$ cat src/rtl/buffer_reader.sv
// Read-side controller for the inter-domain data buffer: pops one word per consume
// tick and holds it as data_2/data_valid_2 for the display multiplexer.
module buffer_reader #(
   parameter int DATA_WIDTH = 16,
   parameter int CNT_WIDTH  = 16
) (
   input  logic                  clk,
   input  logic                  rst,
   input  logic                  tick,
   input  logic                  rd_enable,
   input  logic                  fifo_empty,
   input  logic [DATA_WIDTH-1:0] fifo_rd_data,
   output logic                  fifo_rd_en,
   output logic [DATA_WIDTH-1:0] data_2,
   output logic                  data_valid_2,
   output logic [CNT_WIDTH-1:0]  rd_count,
   output logic                  busy,
   output logic                  tick_lost
);

   // state  | meaning
   // S_IDLE | no word displayed, waiting for a tick with data available
   // S_REQ  | pop strobe to the buffer asserted for this single cycle
   // S_WAIT | buffer read data arrives; captured on the exit edge
   // S_HOLD | word displayed; next tick pops again, retires, or is frozen
   typedef enum logic [1:0] {S_IDLE, S_REQ, S_WAIT, S_HOLD} state_t;

   state_t                state_q;
   logic                  rd_en_q;
   logic [DATA_WIDTH-1:0] data_q;
   logic                  valid_q;
   logic [CNT_WIDTH-1:0]  cnt_q;
   logic [CNT_WIDTH-1:0]  cnt_d;
   logic                  lost_q;
   logic                  pop_ok;

   assign pop_ok = tick & rd_enable & ~fifo_empty;
   assign cnt_d  = cnt_q + {{(CNT_WIDTH-1){1'b0}}, 1'b1};

   always_ff @(posedge clk) begin
      if (rst) begin
         state_q <= S_IDLE;
         rd_en_q <= 1'b0;
         data_q  <= '0;
         valid_q <= 1'b0;
         cnt_q   <= '0;
         lost_q  <= 1'b0;
      end else begin
         case (state_q)
            S_IDLE: begin
               if (pop_ok) begin
                  state_q <= S_REQ;
                  rd_en_q <= 1'b1;
               end
            end
            S_REQ: begin
               state_q <= S_WAIT;
               rd_en_q <= 1'b0;
               if (tick) lost_q <= 1'b1;
            end
            S_WAIT: begin
               state_q <= S_HOLD;
               data_q  <= fifo_rd_data;
               valid_q <= 1'b1;
               cnt_q   <= cnt_d;
               if (tick) lost_q <= 1'b1;
            end
            S_HOLD: begin
               // rd_enable low freezes the displayed word; ticks are simply dropped
               if (tick && rd_enable) begin
                  if (!fifo_empty) begin
                     state_q <= S_REQ;
                     rd_en_q <= 1'b1;
                  end else begin
                     state_q <= S_IDLE;
                     valid_q <= 1'b0;
                  end
               end
            end
            default: begin
               state_q <= S_IDLE;
               rd_en_q <= 1'b0;
            end
         endcase
      end
   end

   assign fifo_rd_en   = rd_en_q;
   assign data_2       = data_q;
   assign data_valid_2 = valid_q;
   assign rd_count     = cnt_q;
   assign tick_lost    = lost_q;
   assign busy         = (state_q == S_REQ) || (state_q == S_WAIT);

endmodule

$ cat config.mk
export PLATFORM = sky130hd
export DESIGN_NAME = buffer_reader
export DESIGN_NICKNAME = d
export VERILOG_FILES = /design/src/rtl/buffer_reader.sv
export SDC_FILE = /design/constraint.sdc
export NUM_CORES = 1
export LEC_CHECK = 0
export CAP_MARGIN = 10
export CORE_ASPECT_RATIO = 1.4
export CORE_UTILIZATION = 35
export DETAILED_ROUTE_END_ITERATION = 6
export HOLD_SLACK_MARGIN = 0.03
export PLACE_DENSITY_LB_ADDON = 0.15
export SLEW_MARGIN = 20
export SYNTH_ARGS = -nofsm -noshare
export SYNTH_HDL_FRONTEND = slang
export SYNTH_SLANG_ARGS = --single-unit
export TNS_END_PERCENT = 10
$ cat constraint.sdc
create_clock -name clk -period 1.75 [get_ports clk]
set_input_delay 0.35 -clock clk [delete_from_list [all_inputs] [get_ports clk]]
set_output_delay 0.35 -clock clk [all_outputs]
set_load 0.05 [all_outputs]
Word-level counts from Yosys, hierarchy flattened
Index checks and enable logic that the tools add are counted.
{"block": "totals", "reg_bits": 37, "input_bits": 21, "output_inout_bits": 36, "elab_cells": 38}
{"block": "op_classes", "addsub": 1, "n_eq_ne": 7, "n_mux": 11, "n_bitwise": 3, "n_reduce_logical": 10}
{"op": "16-bit by 1-bit adder with 16-bit output (second input constant)", "n": 1}
{"op": "2-bit inequality test (second input constant)", "n": 4}
{"op": "2-bit case mux with 4 select lines", "n": 1}
{"op": "1-bit 2-to-1 mux", "n": 6}
{"op": "2-bit equality test (second input constant)", "n": 2}
{"op": "2-bit 2-to-1 mux", "n": 2}
{"op": "2-bit AND reduction", "n": 2}
{"op": "4-bit AND reduction", "n": 1}
{"op": "1-bit case mux with 3 select lines", "n": 1}
{"op": "3-bit AND reduction", "n": 1}
{"op": "3-bit nonzero test", "n": 1}
{"op": "1-bit AND", "n": 2}
{"op": "2-bit by 1-bit equality test with 1-bit output (second input constant)", "n": 1}
{"op": "2-bit zero test", "n": 1}
{"op": "1-bit case mux with 2 select lines", "n": 1}
{"op": "2-bit nonzero test", "n": 1}
{"op": "2-bit OR reduction", "n": 1}
{"op": "1-bit logical AND", "n": 1}
{"op": "1-bit logical OR", "n": 1}
{"op": "1-bit inverter", "n": 1}

Logic depth before layout (Yosys ltp)
Gate-level depths: netlist of the first run.
{"block": "depth", "ltp_word": 4, "depth_mapped": 7, "ltp_nobuf": 5}

Worst setup path after synthesis of the first run
Ideal clock, no wire load.
{"block": "synth_timing", "kind": "register -> register", "start": "reg cnt_q[4] (netlist: rd_count[4])", "end": "reg cnt_q[15] (netlist: rd_count[15])", "setup_ns": 0.123, "t_arrival_ns": 1.688, "required_ns": 1.627, "slack_ns": -0.061, "path_stages_with_launch": 5, "n_path_buf": 1, "period_less_slack_ns": 1.811, "path_cell_list": "dfxtp_1 -> nand4_2 -> buf_6 -> nor4_1 -> mux2_1"}
{"block": "synth_between", "elab_chain_len": 1}
{"element": "start, declared", "line": "32", "source": "logic [CNT_WIDTH-1:0] cnt_q;"}
{"element": "start signal, assigned", "line": "65", "source": "cnt_q <= cnt_d;"}
{"element": "16-bit by 1-bit adder with 16-bit output", "line": "38", "source": "assign cnt_d = cnt_q + {{(CNT_WIDTH-1){1'b0}}, 1'b1};"}
No other way between the ends.
A chain may end at the register's enable or synchronous reset.

Worst setup path after layout of the first run
{"block": "layout_timing", "start": "reg state_q[1]", "end": "out busy"}
{"block": "layout_between", "elab_chain_len": 2, "word_cells_on_any_way": 3, "classes_between": "eq/ne (2); reduce/logical (1)"}
{"element": "start, declared", "line": "28", "source": "state_t state_q;"}
{"element": "start signal, assigned", "line": "42", "source": "state_q <= S_IDLE;"}
{"element": "start signal, assigned", "line": "52", "source": "state_q <= S_REQ;"}
{"element": "start signal, assigned", "line": "57", "source": "state_q <= S_WAIT;"}
{"element": "2-bit by 1-bit equality test with 1-bit output or 2-bit equality test (tied branches)", "line": "93", "source": "assign busy = (state_q == S_REQ) || (state_q == S_WAIT);"}
{"element": "1-bit logical OR (*)", "line": "93"}
{"element": "end, declared", "line": "17", "source": "output logic busy,"}
Mark *: on every way between the ends. The rest lies on a longest branch, timed or not.

==> flow_metrics.env, run 1 <==
export IMPL_status="complete, no violations"
export IMPL_synth_top_family_by_area="simple AND/OR/NAND/NOR gates"
export IMPL_routabilityCongestion=0.801
export IMPL_diodes=0
export IMPL_wl_um=3850
export IMPL_dp_cells=301
export IMPL_grt_max_degree=37
export IMPL_hold_viol=0
export IMPL_synth_edff_count=0
export IMPL_critPathKind="flip-flop to output pin"
export IMPL_cts_tree="yes"
export IMPL_tightest_slew_ps=336
export IMPL_io_pins=57
export IMPL_m1WireLength_um=1750
export IMPL_layout_cells_non_filler=308
export IMPL_drtIter0Drc=38
export IMPL_synth_top_cell_by_area="dfxtp_1"
export IMPL_ir_drop_v=0.000559
export IMPL_drive_above_1_share_pct=28.0
export IMPL_fillCellCount=479
export IMPL_syn_cell_area_um2=1700
export IMPL_grt_usage_pct=16.3
export IMPL_crit_required_ps=1400
export IMPL_syn2layout_area_growth_pct=43.8
export IMPL_num_rows=29
export IMPL_ys_warn_count=0
export IMPL_globalRouteOverflowTotal=0
export IMPL_cts_buffer_depth=2
export IMPL_vias_per_cell=4.85
export IMPL_final_max_slew_viol_count=0
export IMPL_timing_rr_start="state_q[0]"
export IMPL_max_stage_delay_ps=330
export IMPL_finalPower_mw=2.85
export IMPL_ff_latch_area_um2=744
export IMPL_clock_skew_ps=4.71
export IMPL_ant_nets=0
export IMPL_synth_cell_types=33
export IMPL_portBuffers=56
export IMPL_synth_seq_cells=37
export IMPL_cts_clk_slew_worst_paths_ps=70
export IMPL_avgRoutedWirePerCell_um=12.5
export IMPL_end_kind="output pin"
export IMPL_grt_pass1_wl_um=6300
export IMPL_nNetsFinal=275
export IMPL_critPathMaxFanout=6
export IMPL_vias=1493
export IMPL_layout_setup_ws_ps=105
export IMPL_synthMuxAreaShare_pct=14.6
export IMPL_first_global_vias=1425
export IMPL_multi_input_area_um2=905
export IMPL_ctsRootBufferMaster="clkbuf_8"
export IMPL_fin_util_pct=53.0
export IMPL_cts_setup_buffers=0
export IMPL_dp_hpwl_um=2720
export IMPL_synthSimpleGateAreaFrac_pct=21.7
export IMPL_hold_path_class="flip-flop to flip-flop"
export IMPL_synth_async_sr_flop_share_pct=0
export IMPL_crit_chain="buf_4, inv_1, ha_4, buf_12"
export IMPL_synth_fa_ha_area_share_pct=5.89
export IMPL_grt_setup_unrepaired="no"
export IMPL_clock_fmax_mhz=608
export IMPL_fin_crit_ps=1650
export IMPL_met3_length_um=130
export IMPL_tns_ps=0
export IMPL_crit_path_start_kind="flip-flop"
export IMPL_synth_avg_cell_area_um2=9.60
export IMPL_synth_compound_area_share_pct=8.10
export IMPL_total_leakage_power_nw=0.987
export IMPL_yosysSeqAreaShare_pct=43.6
export IMPL_drc=0
export IMPL_cap_violations=0
export IMPL_die_h_um=84.4
export IMPL_synth_xor_area_share_pct=2.06
export IMPL_synthCells=177
export IMPL_synth_nets=206
export IMPL_cts_buffers=5
export IMPL_cp_startpoint="state_q[1]"
export IMPL_setup_viol=0
export IMPL_drt_first_pass_iters=4
export IMPL_ys_flop_type="dfxtp_1"
export IMPL_insertion_delay_ps=280
export IMPL_min_from="data_valid_2"
export IMPL_met2_wirelength_um=1930
export IMPL_die_w_um=60.9
export IMPL_clock_sinks=37
export IMPL_worst_path_max_delay_cell="dfxtp_1"
export IMPL_fin_crit_sh_pct=94.0
export IMPL_power_density_nw_per_um2=1170
export IMPL_htreeDepth=2
export IMPL_highest_layer="met4"
export IMPL_synth_most_common_cell="dfxtp_1"
export IMPL_antenna_found_initial=0
export IMPL_synth_top_area_share_pct=43.6
export IMPL_slew_headroom_pct=77.4
export IMPL_ys_top_cells_by_count="dfxtp_1 (37), nor2_1 (29), mux2i_1 (18)"
export IMPL_critPathArrivalTime_ps=1300
export IMPL_initial_core_util_pct=36.9
export IMPL_die_area_um2=5140
export IMPL_core_area_um2=4610
export IMPL_synth_area_leaders="dfxtp_1 (44%), mux2i_1 (11%), nor2_1 (6.4%)"
export IMPL_dp_slack_ps=-26.1
-- path summary, 6_finish.rpt --
path	endpoint	slack [ps]	cells past startpoint
max	busy	100	4
min	data_valid_2	480	2
max reg2reg	rd_count[7]	170	6
min reg2reg	data_valid_2	480	2
-- cell usage in the layout (no fill, tap or decap), types with 3 or more instances in the layout --
cell	n
mux2_2	3
dfxtp_2	3
o21ai_0	3
nand2b_1	3
nand3_1	6
buf_4	49
clkbuf_8	6
nor2b_1	6
or4_1	3
clkdlybuf4s50_1	20
mux2_1	3
o31ai_1	3
nor2_1	29
nand4_1	7
or3_1	3
mux2i_1	18
dfxtp_1	34
a21oi_1	9
xor2_1	3
inv_1	6
ha_1	6
nor4_1	3
-- what timing repair did --
action	CTS	global route
resized for setup	0	3
endpoints found under the setup margin	0	4
hold buffers	0	0
-- flip-flops by register name (all words and copies together), names as in the netlist --
signal        flops
data_2           16
rd_count         16
state_q           2
data_valid_2      1
fifo_rd_en        1
tick_lost         1
-- report_power, final --
group	internal (mW)	total (mW)	leakage, nW	switching, mW
Combinational	0.529	1.25	0.642	0.720
Sequential	0.947	1.01	0.301	0.0595
Clock	0.312	0.596	0.0443	0.284
-- layout make-up --
class / count / share of cell area [%]
inverter: 6 / 0.922
timing repair buffer: 71 / 24.9
clock buffer: 7 / 3.53
tap: 62 / 3.17
sequential: 37 / 30.5
multi-input combinational: 125 / 37.0
-- per-stage QoR --
step                area [um^2]  hold WS [ps]
floorplan                  1700           495
global placement           2340           460
detailed placement         2340           470
CTS                        2430           482
global route               2440           520
finish                     2440           479
-- worst max-delay path, delay by kind of cell, from the launching register on --
kind	cells	cell delay, ps
adder cells (fa/ha/maj)	1	310
buffers and inverters	3	360
flip-flops	1	330
-- routing by layer --
| metal | GRT usage [%] | vias up |
|---|---|---|
| met5 | 0 | - |
| met4 | 6.20 | 0 |
| met3 | 3.85 | 4 |
| met2 | 27.2 | 34 |
| met1 | 19.6 | 699 |
| li1 | - | 756 |
-- kinds of logic (layout without fill, tap and decap cells) --
family / after synthesis / count (layout)
compound gates: 22 / 22
xor+xnor: 4 / 4
buf+inv: 15 / 84
fa+ha+maj: 8 / 8
mux: 24 / 24
simple gates: 67 / 67
flops: 37 / 37
No activity file was read; power rests on OpenSTA's default activity.
==> run 2: changes to the inputs <==
--- a/config.mk
+++ b/config.mk
@@ -11,6 +11,7 @@
 export DETAILED_ROUTE_END_ITERATION = 6
 export HOLD_SLACK_MARGIN = 0.03
 export PLACE_DENSITY_LB_ADDON = 0.15
+export SKIP_CTS_REPAIR_TIMING = 1
 export SLEW_MARGIN = 20
 export SYNTH_ARGS = -nofsm -noshare
 export SYNTH_HDL_FRONTEND = slang
==> constraint.sdc (replaced) <==
create_clock -name clk -period 2.1 [get_ports clk]
set_input_delay 0.42 -clock clk [delete_from_list [all_inputs] [get_ports clk]]
set_output_delay 0.42 -clock clk [all_outputs]
set_load 0.05 [all_outputs]
==> run 2 against run 1 <==
  * Clock power down 19%
  * Global-route usage down 0.19 points
  * Routed wire length down 4.9%
  * Combinational power down 22%
  * Worst hold slack worse by 9.6 ps
  * Critical endpoint is now rd_count[3]
  * Largest cell class unchanged
  * Largest power group unchanged
  * Highest routed layer unchanged
==> flow_metrics.env, run 2 (synthesized netlist as in run 1, its figures left out) <==
export IMPL_seqPwrFrac_pct=36.7
export IMPL_power_density_nw_per_um2=948
export IMPL_htreeDepth=2
export IMPL_ir_drop_v=0.000556
export IMPL_first_global_vias=1364
export IMPL_crit_required_ps=1680
export IMPL_cts_clk_slew_worst_paths_ps=70
export IMPL_worst_path_max_delay_cell="clkdlybuf4s50_1"
export IMPL_nNetsFinal=264
export IMPL_clockPowerShare_pct=21.1
export IMPL_layout_cells_most_common="clkdlybuf4s50_1"
export IMPL_dp_hpwl_um=2510
export IMPL_cp_startpoint="rd_count[3]"
export IMPL_clock_skew_ps=4.27
export IMPL_io_pins=57
export IMPL_cts_buffers=5
export IMPL_crit_family="buffers and inverters"
export IMPL_antenna_found_initial=0
export IMPL_final_max_slew_viol_count=0
export IMPL_cp_num_buf_inv=1
export IMPL_ctsRootBufferMaster="clkbuf_8"
export IMPL_avgRoutedWirePerCell_um=12.3
export IMPL_cts_tree="yes"
export IMPL_die_h_um=84.4
export IMPL_tightest_slew_ps=514
export IMPL_globalRouteOverflowTotal=0
export IMPL_clock_sinks=37
export IMPL_initial_core_util_pct=36.9
export IMPL_critPathKind="flip-flop to output pin"
export IMPL_setup_viol=0
export IMPL_portBuffers=56
export IMPL_min_from="data_valid_2"
export IMPL_die_w_um=60.9
export IMPL_vias=1459
export IMPL_crit_chain="clkdlybuf4s50_1"
export IMPL_syn2layout_area_growth_pct=42.7
export IMPL_ant_nets=0
export IMPL_status="complete, no violations"
export IMPL_comb_power_share_pct=42.2
export IMPL_fin_hold_ws_ps=469
export IMPL_num_rows=29
export IMPL_cap_violations=0
export IMPL_hold_viol=0
export IMPL_drive_above_1_share_pct=8.05
export IMPL_core_area_um2=4610
export IMPL_slew_headroom_pct=65.6
export IMPL_end_kind="output pin"
export IMPL_drt_first_pass_iters=4
export IMPL_crit_path_start_kind="flip-flop"
export IMPL_fin_util_pct=52.6
export IMPL_fin_crit_sh_pct=96.0
export IMPL_p_sw_uw=875
export IMPL_timing_rr_start="state_q[0]"
export IMPL_routabilityCongestion=0.730
export IMPL_max_stage_delay_ps=850
export IMPL_fillCellCount=470
export IMPL_drtIter0Drc=33
export IMPL_hold_path_class="flip-flop to flip-flop"
export IMPL_final_cell_mix="clkdlybuf4s50_1 (54), dfxtp_1 (37), nor2_1 (29), mux2i_1 (18), a21oi_1 (9)"
export IMPL_grt_usage_pct=16.1
export IMPL_grt_max_degree=45
export IMPL_diodes=0
export IMPL_insertion_delay_ps=290
export IMPL_grt_pass1_wl_um=6290
export IMPL_tns_ps=0
export IMPL_critPathArrivalTime_ps=1600
export IMPL_die_area_um2=5140
export IMPL_critPathMaxFanout=6
export IMPL_grt_setup_unrepaired="no"
export IMPL_cts_buffer_depth=2
export IMPL_wl_um=3660
export IMPL_clock_fmax_mhz=496
export IMPL_sw_frac_of_total_pct=38.0
export IMPL_fin_crit_ps=2020
export IMPL_total_leakage_power_nw=0.857
export IMPL_finalPower_mw=2.30
export IMPL_drc=0
export IMPL_p_int_mw=1.43
export IMPL_vias_per_cell=4.90
-- run 2: per-stage QoR --
step                      instance area [um^2]  std cells  setup WS [ps]
after CTS                                 2420        298           70.8
after global placement                    2340        290            246
after floorplan                           1700        177            289
final                                     2420        298           83.4
after global routing                      2420        298           17.9
after detailed placement                  2340        290            229
-- run 2: path summary, 6_finish.rpt --
check	cells past startpoint	endpoint	slack [ps]
max	1	rd_count[3]	80
min	2	data_valid_2	470
max reg2reg	5	rd_count[13]	300
min reg2reg	2	data_valid_2	470
-- run 2: area by class of cell --
type	instances	area [um^2]	share of cell area (%)
Multi-Input combinational cell	125	890	36.7
Clock inverter	1	7.51	0.310
Tap cell	62	77.6	3.20
Sequential cell	37	741	30.5
Timing Repair Buffer	60	611	25.2
Inverter	6	22.5	0.929
Clock buffer	7	76.3	3.15
-- run 2: power by group through the flow --
stage	sequential [mW]	combinational (mW)	clock, mW
floorplan	1.10	0.412	0
global route	0.856	1.04	0.539
global placement	0.859	0.983	0
CTS	0.845	0.984	0.508
finish	0.844	0.971	0.485
detailed placement	0.860	0.981	0
-- run 2: metal layers --
layer | global-route usage (%) | vias up | routed length, um
li1 | - | 736 | -
met1 | 20.2 | 678 | 1660
met2 | 25.2 | 38 | 1770
met3 | 3.54 | 7 | 159
met4 | 8.06 | 0 | 73
met5 | 0 | - | 0
==> run 3: changes to the inputs <==
--- a/config.mk
+++ b/config.mk
@@ -8,11 +8,12 @@
 export CAP_MARGIN = 10
 export CORE_ASPECT_RATIO = 1.4
 export CORE_UTILIZATION = 35
+export CTS_CLUSTER_SIZE = 40
 export DETAILED_ROUTE_END_ITERATION = 6
 export HOLD_SLACK_MARGIN = 0.03
 export PLACE_DENSITY_LB_ADDON = 0.15
 export SKIP_CTS_REPAIR_TIMING = 1
-export SLEW_MARGIN = 20
+export SLEW_MARGIN = 40
 export SYNTH_ARGS = -nofsm -noshare
 export SYNTH_HDL_FRONTEND = slang
 export SYNTH_SLANG_ARGS = --single-unit
==> results of run 3 <==
Final layout, timing and power as in run 2 (identical DEF).
